### config.mk
export PLATFORM = sky130hd
export DESIGN_NAME = cnt_ctrl
export DESIGN_NICKNAME = d
export VERILOG_FILES = /design/src/rtl/cnt_pkg.sv /design/src/rtl/cnt_debounce.sv /design/src/rtl/cnt_ctrl.sv
export SDC_FILE = /design/constraint.sdc
export NUM_CORES = 1
export LEC_CHECK = 0
export CAP_MARGIN = 25
export CORE_ASPECT_RATIO = 0.7
export CORE_UTILIZATION = 45
export DETAILED_ROUTE_END_ITERATION = 8
export GPL_TIMING_DRIVEN = 0
export RECOVER_POWER = 25
export SETUP_SLACK_MARGIN = 0.5
export SLEW_MARGIN = 40
export SYNTH_ARGS = -nofsm -noshare
export SYNTH_HDL_FRONTEND = slang
export SYNTH_SLANG_ARGS = --single-unit
### constraint.sdc
create_clock -name ck -period 2.9 [get_ports ck]
set_clock_uncertainty 0.2 [all_clocks]
set_input_delay 0.435 -clock ck [delete_from_list [all_inputs] [get_ports ck]]
set_output_delay 0.435 -clock ck [all_outputs]
set_load 0.05 [all_outputs]
### src/rtl/cnt_pkg.sv
// Shared types and defaults for the cnt_ctrl start/stop/clear controller.
package cnt_pkg;

  localparam int unsigned DIV_DEF    = 4;
  localparam int unsigned DB_CYC_DEF = 3;
  localparam int unsigned PRESC_W    = 8;
  localparam int unsigned DBCNT_W    = 5;

  typedef enum logic [1:0] {
    STOP = 2'b00,
    RUN  = 2'b01,
    HOLD = 2'b10
  } state_t;

  typedef struct packed {
    logic en;
    logic cres;
    logic run;
  } cnt_out_t;

endpackage

### src/rtl/cnt_debounce.sv
// Two-flop synchronizer, DB_CYC-sample debouncer and rising-edge press pulse.
// After reset the level is loaded silently, so a button held through reset never presses.
module cnt_debounce
  import cnt_pkg::*;
#(
  parameter int unsigned DB_CYC = DB_CYC_DEF
) (
  input  logic ck,
  input  logic res,
  input  logic i_raw,
  output logic o_press
);

  localparam logic [DBCNT_W-1:0] L_DB_LAST   = DBCNT_W'(DB_CYC - 1);
  localparam logic [DBCNT_W-1:0] L_INIT_LAST = DBCNT_W'(DB_CYC + 1);

  logic [1:0]         r_sync;
  logic               r_level;
  logic               r_init;
  logic               r_press;
  logic [DBCNT_W-1:0] r_cnt;
  logic               w_sample;

  assign w_sample = r_sync[1];
  assign o_press  = r_press;

  // Init window covers the synchronizer fill plus one full debounce window.
  always_ff @(posedge ck or negedge res) begin
    if (!res) begin
      r_sync  <= 2'b00;
      r_level <= 1'b0;
      r_init  <= 1'b1;
      r_press <= 1'b0;
      r_cnt   <= '0;
    end else begin
      r_sync  <= {r_sync[0], i_raw};
      r_press <= 1'b0;
      if (r_init) begin
        if (r_cnt == L_INIT_LAST) begin
          r_level <= w_sample;
          r_init  <= 1'b0;
          r_cnt   <= '0;
        end else begin
          r_cnt <= r_cnt + DBCNT_W'(1);
        end
      end else if (w_sample == r_level) begin
        r_cnt <= '0;
      end else if (r_cnt == L_DB_LAST) begin
        r_level <= w_sample;
        r_press <= w_sample;
        r_cnt   <= '0;
      end else begin
        r_cnt <= r_cnt + DBCNT_W'(1);
      end
    end
  end

endmodule

### src/rtl/cnt_ctrl.sv
// Start/stop/clear controller: debounced buttons drive a STOP/RUN/HOLD FSM and en prescaler.
// Optional CNT_CTRL_AUTOSTOP_EN: carry coincident with en parks the FSM in HOLD.
module cnt_ctrl
  import cnt_pkg::*;
#(
  parameter int unsigned DIV    = DIV_DEF,
  parameter int unsigned DB_CYC = DB_CYC_DEF
) (
  input  logic ck,
  input  logic res,
  input  logic ss_raw,
  input  logic clr_raw,
  input  logic ca,
  output logic en,
  output logic cres,
  output logic run
);

  localparam logic [PRESC_W-1:0] L_PRESC_LAST = PRESC_W'(DIV - 1);

  logic               w_press_ss;
  logic               w_press_clr;
  logic               w_autostop;
  state_t             r_state;
  state_t             w_state_nxt;
  logic [PRESC_W-1:0] r_presc;
  logic [PRESC_W-1:0] w_presc_nxt;
  cnt_out_t           r_out;
  cnt_out_t           w_out_nxt;

  cnt_debounce #(.DB_CYC(DB_CYC)) u_db_ss (
    .ck      (ck),
    .res     (res),
    .i_raw   (ss_raw),
    .o_press (w_press_ss)
  );

  cnt_debounce #(.DB_CYC(DB_CYC)) u_db_clr (
    .ck      (ck),
    .res     (res),
    .i_raw   (clr_raw),
    .o_press (w_press_clr)
  );

`ifdef CNT_CTRL_AUTOSTOP_EN
  assign w_autostop = r_out.en & ca;
`else
  logic w_unused_ca;
  assign w_unused_ca = ca;
  assign w_autostop  = 1'b0;
`endif

  always_ff @(posedge ck or negedge res) begin
    if (!res) begin
      r_state <= STOP;
      r_presc <= '0;
      r_out   <= '0;
    end else begin
      r_state <= w_state_nxt;
      r_presc <= w_presc_nxt;
      r_out   <= w_out_nxt;
    end
  end

  // Outputs are decided from the next state so they line up with the state register.
  always_comb begin
    w_state_nxt = r_state;
    w_presc_nxt = '0;
    w_out_nxt   = '0;

    case (r_state)
      STOP: if (w_press_ss) w_state_nxt = RUN;
      RUN: begin
        if (w_press_ss)      w_state_nxt = STOP;
        else if (w_autostop) w_state_nxt = HOLD;
      end
      HOLD:    w_state_nxt = HOLD;
      default: w_state_nxt = STOP;
    endcase

    if (w_press_clr) w_state_nxt = STOP;

    // Prescaler restarts from 0 on every entry to RUN.
    if (w_state_nxt == RUN && r_state == RUN) begin
      w_presc_nxt = (r_presc == L_PRESC_LAST) ? '0 : r_presc + PRESC_W'(1);
    end

    w_out_nxt.run  = (w_state_nxt == RUN);
    w_out_nxt.en   = (w_state_nxt == RUN) && (w_presc_nxt == L_PRESC_LAST);
    w_out_nxt.cres = w_press_clr;
  end

  assign en   = r_out.en;
  assign cres = r_out.cres;
  assign run  = r_out.run;

endmodule

# Word-level counts from Yosys, hierarchy flattened
# Index checks and enable logic that the tools add are counted.
[classes]
add_sub_neg = 3
eq_ne = 15
n_mux = 32
n_reduce_logical = 7
[op_table]
columns = ["cell", "count"]
rows = [
  ["$mux 5", 8],
  ["$mux 1", 18],
  ["$eq 8x2->1 const B", 2],
  ["$mux 8", 2],
  ["$add 5x1->5 const B", 2],
  ["$eq 5x2->1 const B", 2],
  ["$eq 5x3->1 const B", 2],
  ["$add 8x1->8 const B", 1],
  ["$mux 2", 3],
  ["$pmux 2 s3", 1],
  ["$reduce_and 3->1", 2],
  ["$eq 2x1->1 const B", 2],
  ["$ne 2x1->1 const B", 2],
  ["$ne 2x2->1 const B", 2],
  ["$reduce_bool 2->1", 2],
  ["$eq 1x1->1", 2],
  ["$eq 2x2->1 const B", 1],
  ["$logic_and 1x1->1", 2],
  ["$logic_not 2->1", 1],
]
[word_totals]
regBits = 33
in_bits = 5
out_inout_bits = 3
word_cells = 72

# Logic depth before layout (Yosys ltp)
# Gate-level depths: netlist of run 1.
[logic_depth]
word_depth = 8
depth_mapped = 5
mapped_depth_nobuf = 5

# By module
# From an unflattened synthesis of run 1, not the netlist that was laid out.
[unflattened]
hier_cells = 122
hier_area_um2 = 1500.2
[modules_own_cells]
columns = ["mod", "instances", "cells_each", "area_each_um2", "seq_area_each_um2"]
rows = [
  ["cnt_debounce", 2, 37, 469.2, 251.5],
  ["cnt_ctrl", 1, 48, 561.8, 325.3],
]

# Worst setup path before layout of run 1
# No wires, ideal clock.
[synth_path]
kind = "reg-to-reg"
start = "reg u_db_ss.r_cnt[0]"
end = "reg u_db_ss.r_level"
setup_time_ns = 0.125
t_arrival_ns = 1.528
required_time_ns = 2.575
path_slack_ns = 1.047
path_stages_with_launch = 6
n_path_buf = 0
period_less_slack_ns = 1.853
cell_sequence = "dfrtp_1 inv_1 ha_1 or4b_1 mux2i_1 mux2_2"
[synth_via]
elab_chain_cells = 3
elab_cells_between_ends = 5
cone_classes = "eq/ne: 3; reduce/logical: 2"
[synth_rtl]
columns = ["element", "line_no", "rtl"]
rows = [
  ["from (decl)", "cnt_debounce.sv:21", "logic [DBCNT_W-1:0] r_cnt;"],
  ["from (signal assigned)", "cnt_debounce.sv:44", "r_cnt <= r_cnt + DBCNT_W'(1);"],
  ["from (signal assigned)", "cnt_debounce.sv:53", "r_cnt <= r_cnt + DBCNT_W'(1);"],
  ["$eq 5x3->1 / $eq 5x2->1 (equally long branches)", "cnt_debounce.sv:39, cnt_debounce.sv:48", ""],
  ["$ne 2x2->1 (no source line) / $reduce_bool 2->1 (equally long branches)", "n/a", ""],
  ["$reduce_and 3->1 (no source line) *", "n/a", ""],
  ["to (signal assigned)", "cnt_debounce.sv:40", "r_level <= w_sample;"],
  ["to (signal assigned)", "cnt_debounce.sv:49", "r_level <= w_sample;"],
  ["to (decl)", "cnt_debounce.sv:18", "logic r_level;"],
]
# Every way passes the cells marked *; elsewhere a longest branch is shown, timed or not.
# A chain may end at the register's enable or synchronous reset.

# Worst setup path after layout of run 1
[layout_path]
start = "reg r_out, in the netlist run"
end = "out run"
[layout_rtl]
columns = ["element", "line_no", "rtl"]
rows = [
  ["from (decl)", "cnt_ctrl.sv:28", "cnt_out_t r_out;"],
  ["from (signal assigned)", "cnt_ctrl.sv:61", "r_out <= w_out_nxt;"],
  ["to (decl)", "cnt_ctrl.sv:16", "output logic run"],
]
# No word-level cell between the ends.

==> key figures, run 1 <==
STA
  • Final Setup Violations: 0
  • Hold Vio Cnt, Final: 0
  • Slew margin rel.: 45.2%
  • Pins Over Slew Limit: 0
  • Hold slack: 0.150 ns
  • Worst-Margin Slew: 0.822 ns
  • Min cycle time layout: 2.03 ns
  • Unrepaired setup endpoints after global routing: false
  • Final worst-path cycle share: 69.9%
  • Setup tns final: 0 ns
  • FMAX: 493 MHz

Critical path
  • CP Launch Type: flip-flop
  • CP Cell Sequence: clkdlybuf4s50_1
  • Critical path endpoint category: output port
  • WS Path Type: reg2out
  • CP max-delay cell: clkdlybuf4s50_1
  • Crit path buffers/inverters: 1
  • Cell family with most CP delay: buffers and inverters
  • Worst endpoint required time: 2.27 ns
  • WP data arrival: approximately 1.4 ns
  • Worst path max stage delay: 0.79 ns
  • Critical path peak fanout: 1

Clock network
  • CTS tree: yes
  • CTS H-tree lvls: 2
  • Hold buffers post-CTS: 1
  • CTS clock-pin slew for the worst setup and hold paths: 0.07 ns
  • Clock Root Buffer: clkbuf_8
  • # resized after CTS: 0
  • Worst skew pair latency: 0.28 ns
  • TritonCTS buffer count: 5
  • Post CTS Setup Buffer Count: 0
  • Clock buffer depth: 2
  • Clock sink count: 33

Logic synthesis
  • Async set-reset flop share out of synthesis: 100%
  • Synth area leader: dfrtp_1
  • Synth area leaders: dfrtp_1 54%, ha_1 6.1%, xor2_1 4.3%
  • Cells after Synth: around 120
  • Most used DFF post-synth: dfrtp_1
  • Synthesis-stage register bit count: 33
  • Top cell type's share of synthesized area: ~54%
  • Synth cell count leaders: 31 x dfrtp_1, 11 x a21oi_1, 8 x nand3_1
  • Syn Nets: 129
  • EDFF count, synth: 0
  • Avg Inst Size Synth: 12.2 sq um
  • Yosys warning count: 0
  • Synthesized area: 0.00143 sq mm
  • Netlist cell types: 31
  • Most numerous cell in the Yosys netlist: dfrtp_1
  • Register area share after synthesis: 58.1%

Route
  • Via density per instance: about 5.4
  • Routed length per instance: 13.2 microns
  • Post-Route WL: 2240 microns
  • Router iterations before antenna repair: 4
  • DRC Markers: 0
  • Vias: roughly 910
  • Antenna Violating Nets Remaining: 0
  • DRT iter0 DRCs: 59

Placement
  • PortBufs: 6
  • Placed cell count: 160
  • Final GP Congestion: 0.827
  • Hpwl dp: 1610 microns

Final layout
  • Diodes inserted: 0
  • Final std cells w/o fill: 169
  • P&R area growth vs syn: 15.4%
  • Final Util: 56.7%
  • Nets@finish: 144
  • Share of cells above drive strength 1: 10.5%

GRT
  • Met2 GRT Util: 22.3%
  • Remaining Overflow, GRT: 0
  • GRT busiest layer: met2
  • Overall routing resource usage: 15.6%
  • Number of global-route vias before repair: just over 900
  • Routing usage on met1: 21.2%
  • First-pass GRT wire length: 4070 microns
  • Largest net degree at the start of global routing: 22
  • Grt met3 use: 5.58%
  • Initial antenna violation count: 0

Power
  • Pwr Density: 770 mW/mm^2
  • Peak supply drop: 0.352 mV
  • Final Power: approximately 1.3 mW
  • Leakage: approximately 0.73 nW

Die
  • Die area: 0.00340 sq mm
  • Core area: approximately 0.0029 sq mm
  • Row count: 16
  • Starting Density: a little under 50%
  • Die height: 49.1 microns
  • Io pins: 8
  • Chip width: 69.3 microns

Status
  • Run status: complete, no violations

Hold path
  • Hold Crit Class: reg2reg

Job
  • Max Cap Violations: 0
-- cells in the final DEF, fill, tap and decap left out, types with 3 or more instances in the layout --
| cell | instances |
|---|---|
| dfrtp_1 | 31 |
| a21oi_1 | 11 |
| nand3_1 | 8 |
| inv_1 | 7 |
| xor2_1 | 7 |
| nor2_1 | 7 |
| ha_1 | 7 |
| xnor2_1 | 5 |
| clkbuf_8 | 5 |
| or3_1 | 3 |
| nand2_1 | 3 |
| dlygate4sd3_1 | 3 |
| clkdlybuf4s50_1 | 3 |
-- cell families after synthesis --
| family | synth area share [%] |
|---|---|
| buf+inv | 1.84 |
| xor+xnor | 7.37 |
| fa+ha+maj | 6.14 |
| flops | 58.1 |
| compound gates | 7.37 |
| mux | 2.98 |
| simple gates | 16.2 |
-- worst reg2reg max path: cells and delay by family (launching register included) --
kind	cells	cell delay [ns]
multiplexers	2	0.51
flip-flops	1	0.41
buffers and inverters	1	0.09
AND/OR/NAND/NOR	1	0.48
adder cells (fa/ha/maj)	1	0.14
-- path summary, 6_finish.rpt --
path / startpoint / endpoint / slack, ns / depth (start not counted)
min in group asynchronous: res / r_presc[5]$_DFF_PN0_ / 0.57 / 2
max: run$_DFF_PN0_ / run / 0.87 / 1
min: u_db_clr.r_sync[0]$_DFF_PN0_ / u_db_clr.r_sync[1]$_DFF_PN0_ / 0.15 / 0
max in group asynchronous: res / u_db_clr.r_init$_DFF_PN1_ / 1.28 / 3
min reg2reg: u_db_clr.r_sync[0]$_DFF_PN0_ / u_db_clr.r_sync[1]$_DFF_PN0_ / 0.15 / 0
max reg2reg: u_db_ss.r_cnt[0]$_DFF_PN0_ / u_db_ss.r_level$_DFFE_PN0P_ / 0.95 / 5
-- routing by layer --
layer	share of wire [%]	vias to the layer above
li1	-	442
met4	1.5	0
met5	0	-
met3	4.9	5
met1	52	445
met2	42	20
-- state kept, by name (all words and copies together), names as in the netlist --
| name | flops |
|---|---|
| cres | 1 |
| en | 1 |
| r_presc | 8 |
| r_state | 2 |
| run | 1 |
| u_db_clr.o_press | 1 |
| u_db_clr.r_cnt | 5 |
| u_db_clr.r_init | 1 |
| u_db_clr.r_level | 1 |
| u_db_clr.r_sync | 2 |
| u_db_ss.o_press | 1 |
| u_db_ss.r_cnt | 5 |
| u_db_ss.r_init | 1 |
| u_db_ss.r_level | 1 |
| u_db_ss.r_sync | 2 |
-- report_power, final --
part / internal, mW / total [mW] / switching, mW
Sequential: 0.537 / 0.608 / 0.0716
Combinational: 0.156 / 0.328 / 0.172
Clock: 0.166 / 0.331 / 0.165
-- metrics by stage --
stage	setup WS (ns)	area (sq um)
detailed placement	0.959	1550
global placement	0.578	1530
CTS	0.854	1650
global route	0.832	1650
finish	0.873	1650
floorplan	1.05	1430
-- area by class of cell --
type / count / area, sq um
repair buffers: 8 / 91.3
clock buffers: 6 / 72.6
multi-input cells: 77 / 572
inverters: 7 / 26.3
flip-flops and latches: 33 / 828
clock inverters: 2 / 10.0
fillers: 257 / 1260
well taps: 36 / 45.0
(Power assumes the default switching activity.)
==> run 2, diff against run 1 <==
==> constraint.sdc (replaced) <==
create_clock -name ck -period 2 [get_ports ck]
set_clock_uncertainty 0.2 [all_clocks]
set_input_delay 0.3 -clock ck [delete_from_list [all_inputs] [get_ports ck]]
set_output_delay 0.3 -clock ck [all_outputs]
set_load 0.05 [all_outputs]
==> run 2 against run 1 <==
Combinational power rose to 2.5 times the previous value; power is 86% higher; flip-flop and latch count stayed put; routed wire length increased by 13%; cell count is 8.3% higher; hold slack improved by 0.0060 ns; utilization up 11 points; global-route usage up 1.2 points; worst setup slack got worse by 0.74 ns; via count rose by 4.5%; sequential power up 47%; count of clock-buffer cells in the layout increased by 1; largest power group unchanged.
==> key figures, run 2 (synthesis results as in run 1) <==
STA
  • Pins Over Slew Limit: 0
  • Final Setup Violations: 0
  • Min cycle time layout: approximately 1.9 ns
  • Worst-Margin Slew: 0.622 ns
  • Unrepaired setup endpoints after global routing: true
  • Hold Vio Cnt, Final: 0
  • Worst setup margin: 0.129 ns
  • Slew margin rel.: 58.6%
  • Final worst-path cycle share: 93.5%
  • FMAX: 535 MHz

Final layout
  • Final Util: 67.4%
  • Share of cells above drive strength 1: 40.1%
  • Design area: a little under 0.002 sq mm
  • Nets@finish: between 150 and 200
  • Diodes inserted: 0
  • P&R area growth vs syn: 37.2%
  • Most frequent cells in the layout: 29 x dfrtp_1, 10 x buf_4, 8 x nand3_1, 8 x a21oi_2, 7 x xor2_1
  • Biggest regs: r_presc: 8 flops, u_db_clr.r_cnt: 5 flops, u_db_ss.r_cnt: 5 flops
  • Max FFs per register: 8
  • Commonest non-fill, non-tap cell in the layout: dfrtp_1
  • Most flops, register: r_presc
  • Fillers: 209

Clock network
  • Clock sink count: 33
  • Worst skew pair latency: 0.29 ns
  • CTS H-tree lvls: 2
  • CTS clock-pin slew for the worst setup and hold paths: 0.07 ns
  • CTS tree: yes
  • Clock Root Buffer: clkbuf_8
  • Clock buffer depth: 2
  • TritonCTS buffer count: 5

Placement
  • Final GP Congestion: just over 0.8
  • Hpwl dp: around 1600 microns
  • PortBufs: 6
  • Dpl ws: 0.0917 ns
  • Dpl cell area: between 0.0015 and 0.002 sq mm

GRT
  • Initial antenna violation count: 0
  • Number of global-route vias before repair: 951
  • First-pass GRT wire length: 4260 microns
  • Overall routing resource usage: 16.8%
  • Largest net degree at the start of global routing: 25
  • Remaining Overflow, GRT: 0

Critical path
  • Worst reg2reg startpoint: u_db_ss.r_cnt[0]$_DFF_PN0_
  • Worst R2R Setup Slack: 0.13 ns
  • Worst endpoint required time: about 2 ns
  • Worst Reg-to-Reg Cells: 5
  • Critical path peak fanout: 2
  • CP Launch Type: flip-flop
  • Reg2reg end: u_db_ss.r_level$_DFFE_PN0P_
  • WS Path Type: reg2reg
  • WP data arrival: 1.83 ns
  • Critical path endpoint category: flip-flop

Die
  • Die height: around 50 microns
  • Row count: 16
  • Chip width: 69.3 microns
  • Starting Density: approximately 49%
  • Die area: 0.00340 sq mm
  • Core area: 0.00290 sq mm
  • Io pins: 8

Power
  • Pwr Density: about 1200 mW/mm^2
  • Final Power: approximately 2.4 mW
  • Leakage: approximately 0.83 nW
  • Peak supply drop: about 0.81 mV

Status
  • Run status: complete, no violations

Route
  • Vias: approximately 950
  • Via density per instance: 5.21
  • Router iterations before antenna repair: 4
  • DRC Markers: 0
  • Routed length per instance: 13.8 microns
  • Post-Route WL: around 2500 microns
  • DRT iter0 DRCs: 51
  • Antenna Violating Nets Remaining: 0

Hold path
  • Hold Path Stages: 0
  • Hold Crit Class: reg2reg
  • Hold path start: u_db_clr.r_sync[0]$_DFF_PN0_
  • Hold EP: u_db_clr.r_sync[1]$_DFF_PN0_

Job
  • Max Cap Violations: 0
run 2: area by class of cell:
type	count	area [sq um]	area share [%]
Clock inverter	1	30.0	1.53
Sequential cell	33	831	42.5
Clock buffer	7	86.3	4.41
Tap cell	36	45.0	2.30
Multi-Input combinational cell	77	741	37.9
Inverter	7	26.3	1.34
Timing Repair Buffer	22	198	10.1
run 2: worst max path at each step:
stage,from,to,slack [ns]
detailed placement,u_db_ss.r_cnt[0]$_DFF_PN0_,u_db_ss.r_level$_DFFE_PN0P_,0.09
global placement,res,u_db_ss.r_sync[1]$_DFF_PN0_,-0.19
finish,u_db_ss.r_cnt[0]$_DFF_PN0_,u_db_ss.r_level$_DFFE_PN0P_,0.13
floorplan,u_db_ss.r_cnt[0]$_DFF_PN0_,u_db_ss.r_level$_DFFE_PN0P_,0.16
CTS,u_db_ss.r_cnt[0]$_DFF_PN0_,u_db_ss.r_level$_DFFE_PN0P_,0.15
global route,u_db_ss.r_cnt[0]$_DFF_PN0_,u_db_ss.r_level$_DFFE_PN0P_,0.09
run 2: per-layer routing:
metal | global-route usage [%] | wire [microns] | vias up
met5 | 0 | 0 | -
met4 | 6.12 | 35 | 0
met3 | 8.06 | 126 | 4
met2 | 24.3 | 1110 | 19
met1 | 22.0 | 1250 | 463
li1 | - | - | 467
run 2: critical path, stage by stage, from the launching register on:
cell     delay, ns
dfrtp_1       0.39
inv_2         0.09
ha_4          0.13
or4b_4        0.46
mux2i_1       0.15
mux2_2        0.34
run 2: report_power, final:
group          switching (mW)  total, mW  internal [mW]
logic                   0.386      0.825          0.439
clock network           0.230      0.636          0.406
registers               0.114      0.895          0.781
run 2: repair_timing:
item                                   in CTS  in global routing
hold buffers                                1                  0
setup buffers                               8                  6
pin swaps                                   4                  4
endpoints found under the hold margin      31                  0
resized for setup                          21                 19
setup endpoints to repair                  25                 25
run 2: metrics by stage:
| stage | std cells | setup TNS [ns] | hold WS, ns |
|---|---|---|---|
| 3_5_place_dp | 160 | 0 | -0.0136 |
| 3_3_place_gp | 159 | -5.83 | 0.132 |
| 6_report | 183 | 0 | 0.156 |
| 2_1_floorplan | 117 | 0 | -0.196 |
| 4_1_cts | 177 | 0 | 0.162 |
| 5_1_grt | 183 | 0 | 0.167 |
==> run 3, diff against run 2 <==
--- a/config.mk
+++ b/config.mk
@@ -12,6 +12,7 @@
 export GPL_TIMING_DRIVEN = 0
 export RECOVER_POWER = 25
 export SETUP_SLACK_MARGIN = 0.5
+export SKIP_CTS_REPAIR_TIMING = 1
 export SLEW_MARGIN = 40
 export SYNTH_ARGS = -nofsm -noshare
 export SYNTH_HDL_FRONTEND = slang
==> run 3 against run 2 <==
Sequential share of layout area increased by 2.2 points; clock power shrank 1%; count of clock-buffer cells in the layout is the same; flip-flop and latch count is the same; critical path depth did not move; power down 4.1%; utilization decreased by 3.3 points; hold slack barely moved; die area is the same; critical endpoint unchanged.
==> key figures, run 3 (synthesis results as in run 1) <==
Status
  • Run status: complete, no violations

Die
  • Chip width: between 60 and 70 microns
  • Core area: 0.00290 sq mm
  • Io pins: 8
  • Row count: 16
  • Starting Density: 49.1%
  • Die area: roughly 0.0034 sq mm
  • Die height: 49.1 microns

Placement
  • Placed cell count: 160
  • Hpwl dp: 1600 microns
  • Final GP Congestion: 0.831
  • Dpl cell area: 0.00162 sq mm
  • PortBufs: 6

Final layout
  • Share of cells above drive strength 1: between 30 and 40%
  • Biggest regs: r_presc: 8 flops, u_db_clr.r_cnt: 5 flops, u_db_ss.r_cnt: 5 flops
  • Commonest non-fill, non-tap cell in the layout: dfrtp_1
  • Most frequent cells in the layout: 28 x dfrtp_1, 10 x a21oi_2, 8 x nand3_1, 7 x xor2_1, 6 x clkbuf_8
  • Fillers: 215
  • Diodes inserted: 0
  • Most flops, register: r_presc
  • Max FFs per register: 8
  • P&R area growth vs syn: 30.5%
  • Final Util: 64.1%
  • Design area: 0.00186 sq mm
  • Final std cells w/o fill: 176
  • Nets@finish: 151

Critical path
  • Worst Reg-to-Reg Cells: 5
  • Worst reg2reg startpoint: u_db_ss.r_cnt[0]$_DFF_PN0_
  • CP Launch Type: flip-flop
  • Critical path peak fanout: 3
  • Worst R2R Setup Slack: around 0.12 ns
  • WS Path Type: reg2reg
  • Reg2reg end: u_db_ss.r_level$_DFFE_PN0P_
  • Critical path endpoint category: flip-flop
  • Worst endpoint required time: 1.96 ns
  • WP data arrival: 1.84 ns

Power
  • Pint: 1.56 mW
  • Sequential power share: 40.0%
  • Peak supply drop: 0.801 mV
  • P_sw: ~700 uW
  • Leakage: 0.780 nW
  • Pwr Density: 1210 mW/mm^2
  • Comb power frac: 32.1%
  • Switching Share: 30.8%
  • Clock Power Share: between 20 and 30%

STA
  • Hold slack: 0.156 ns
  • Hold Vio Cnt, Final: 0
  • Final Setup Violations: 0
  • Unrepaired setup endpoints after global routing: true
  • Final worst-path cycle share: between 90% and 100%
  • Slew margin rel.: between 60% and 70%
  • Worst-Margin Slew: a little under 0.6 ns
  • Setup tns final: 0 ns
  • FMAX: 532 MHz
  • Pins Over Slew Limit: 0
  • Min cycle time layout: 1.88 ns

Hold path
  • Hold path start: u_db_clr.r_sync[0]$_DFF_PN0_
  • Hold EP: u_db_clr.r_sync[1]$_DFF_PN0_
  • Hold Crit Class: reg2reg
  • Hold Path Stages: 0

Clock network
  • Worst skew pair latency: ~0.28 ns
  • CTS tree: yes
  • CTS H-tree lvls: 2
  • Clock sink count: 33
  • CTS clock-pin slew for the worst setup and hold paths: 0.07 ns
  • Clock buffer depth: 2
  • Clock Root Buffer: clkbuf_8
  • TritonCTS buffer count: 5

GRT
  • Initial antenna violation count: 0
  • First-pass GRT wire length: 4060 microns
  • Remaining Overflow, GRT: 0
  • Overall routing resource usage: 16.2%
  • Number of global-route vias before repair: 909
  • Largest net degree at the start of global routing: 25

Route
  • Antenna Violating Nets Remaining: 0
  • Vias: 937
  • Router iterations before antenna repair: 4
  • DRC Markers: 0
  • DRT iter0 DRCs: 61
  • Routed length per instance: roughly 14 microns
  • Post-Route WL: 2410 microns
  • Via density per instance: 5.32

Job
  • Max Cap Violations: 0
## run 3: cell count changes in the layout (fill, tap and decap cells not counted), moves of 2 or more
cell,previous run,this run
a21oi_2,8,10
buf_4,10,5
clkbuf_2,0,4
buf_2,3,0
a21oi_1,3,1
buf_6,2,0
## run 3: cell type report
| class | instances | area, sq um | share of cell area (%) |
|---|---|---|---|
| inverter | 7 | 26.3 | 1.41 |
| clock buffer | 7 | 86.3 | 4.64 |
| tap | 36 | 45.0 | 2.42 |
| clock inverter | 1 | 30.0 | 1.61 |
| sequential | 33 | 832 | 44.7 |
| multi-input combinational | 77 | 723 | 38.8 |
| timing repair buffer | 15 | 119 | 6.38 |
## run 3: worst max-delay path by stage
stage	slack (ns)	endpoint	cells after the start	from
6_report	0.12	u_db_ss.r_level$_DFFE_PN0P_	5	u_db_ss.r_cnt[0]$_DFF_PN0_
3_3_place_gp	-0.19	u_db_ss.r_sync[1]$_DFF_PN0_	1	res
3_5_place_dp	0.09	u_db_ss.r_level$_DFFE_PN0P_	5	u_db_ss.r_cnt[0]$_DFF_PN0_
4_1_cts	0.07	u_db_ss.r_level$_DFFE_PN0P_	5	u_db_ss.r_cnt[0]$_DFF_PN0_
2_1_floorplan	0.16	u_db_ss.r_level$_DFFE_PN0P_	5	u_db_ss.r_cnt[0]$_DFF_PN0_
5_1_grt	0.04	r_presc[1]$_DFF_PN0_	3	res
## run 3: layer usage
| metal | share of wire [%] | vias to the layer above | wire length, microns | track usage (%) |
|---|---|---|---|---|
| met5 | 0 | - | 0 | 0 |
| met4 | 1.5 | 0 | 35 | 6.12 |
| met1 | 50 | 457 | 1200 | 21.7 |
| met3 | 4.7 | 5 | 113 | 8.06 |
| met2 | 44 | 16 | 1060 | 22.3 |
| li1 | - | 459 | - | - |
## run 3: power by group through the flow
| stage | clock network [mW] | registers [mW] | logic (mW) |
|---|---|---|---|
| finish | 0.629 | 0.904 | 0.726 |
| global route | 0.695 | 0.923 | 0.787 |
| CTS | 0.653 | 0.886 | 0.561 |
| detailed placement | 0 | 0.898 | 0.556 |
| global placement | 0 | 0.895 | 0.538 |
| floorplan | 0 | 0.934 | 0.369 |
## run 3: metrics by stage
step | setup WS [ns] | power [mW]
detailed placement | 0.0917 | 1.45
global placement | -0.189 | 1.43
floorplan | 0.160 | 1.30
CTS | 0.0729 | 2.10
finish | 0.121 | 2.26
global route | 0.0409 | 2.40
## run 3: worst max-delay path, stage by stage, from the launching register on
cell and delay [ns]:
dfrtp_1 0.41, inv_2 0.07, ha_1 0.13, or4b_4 0.46, mux2i_1 0.15, mux2_2 0.34
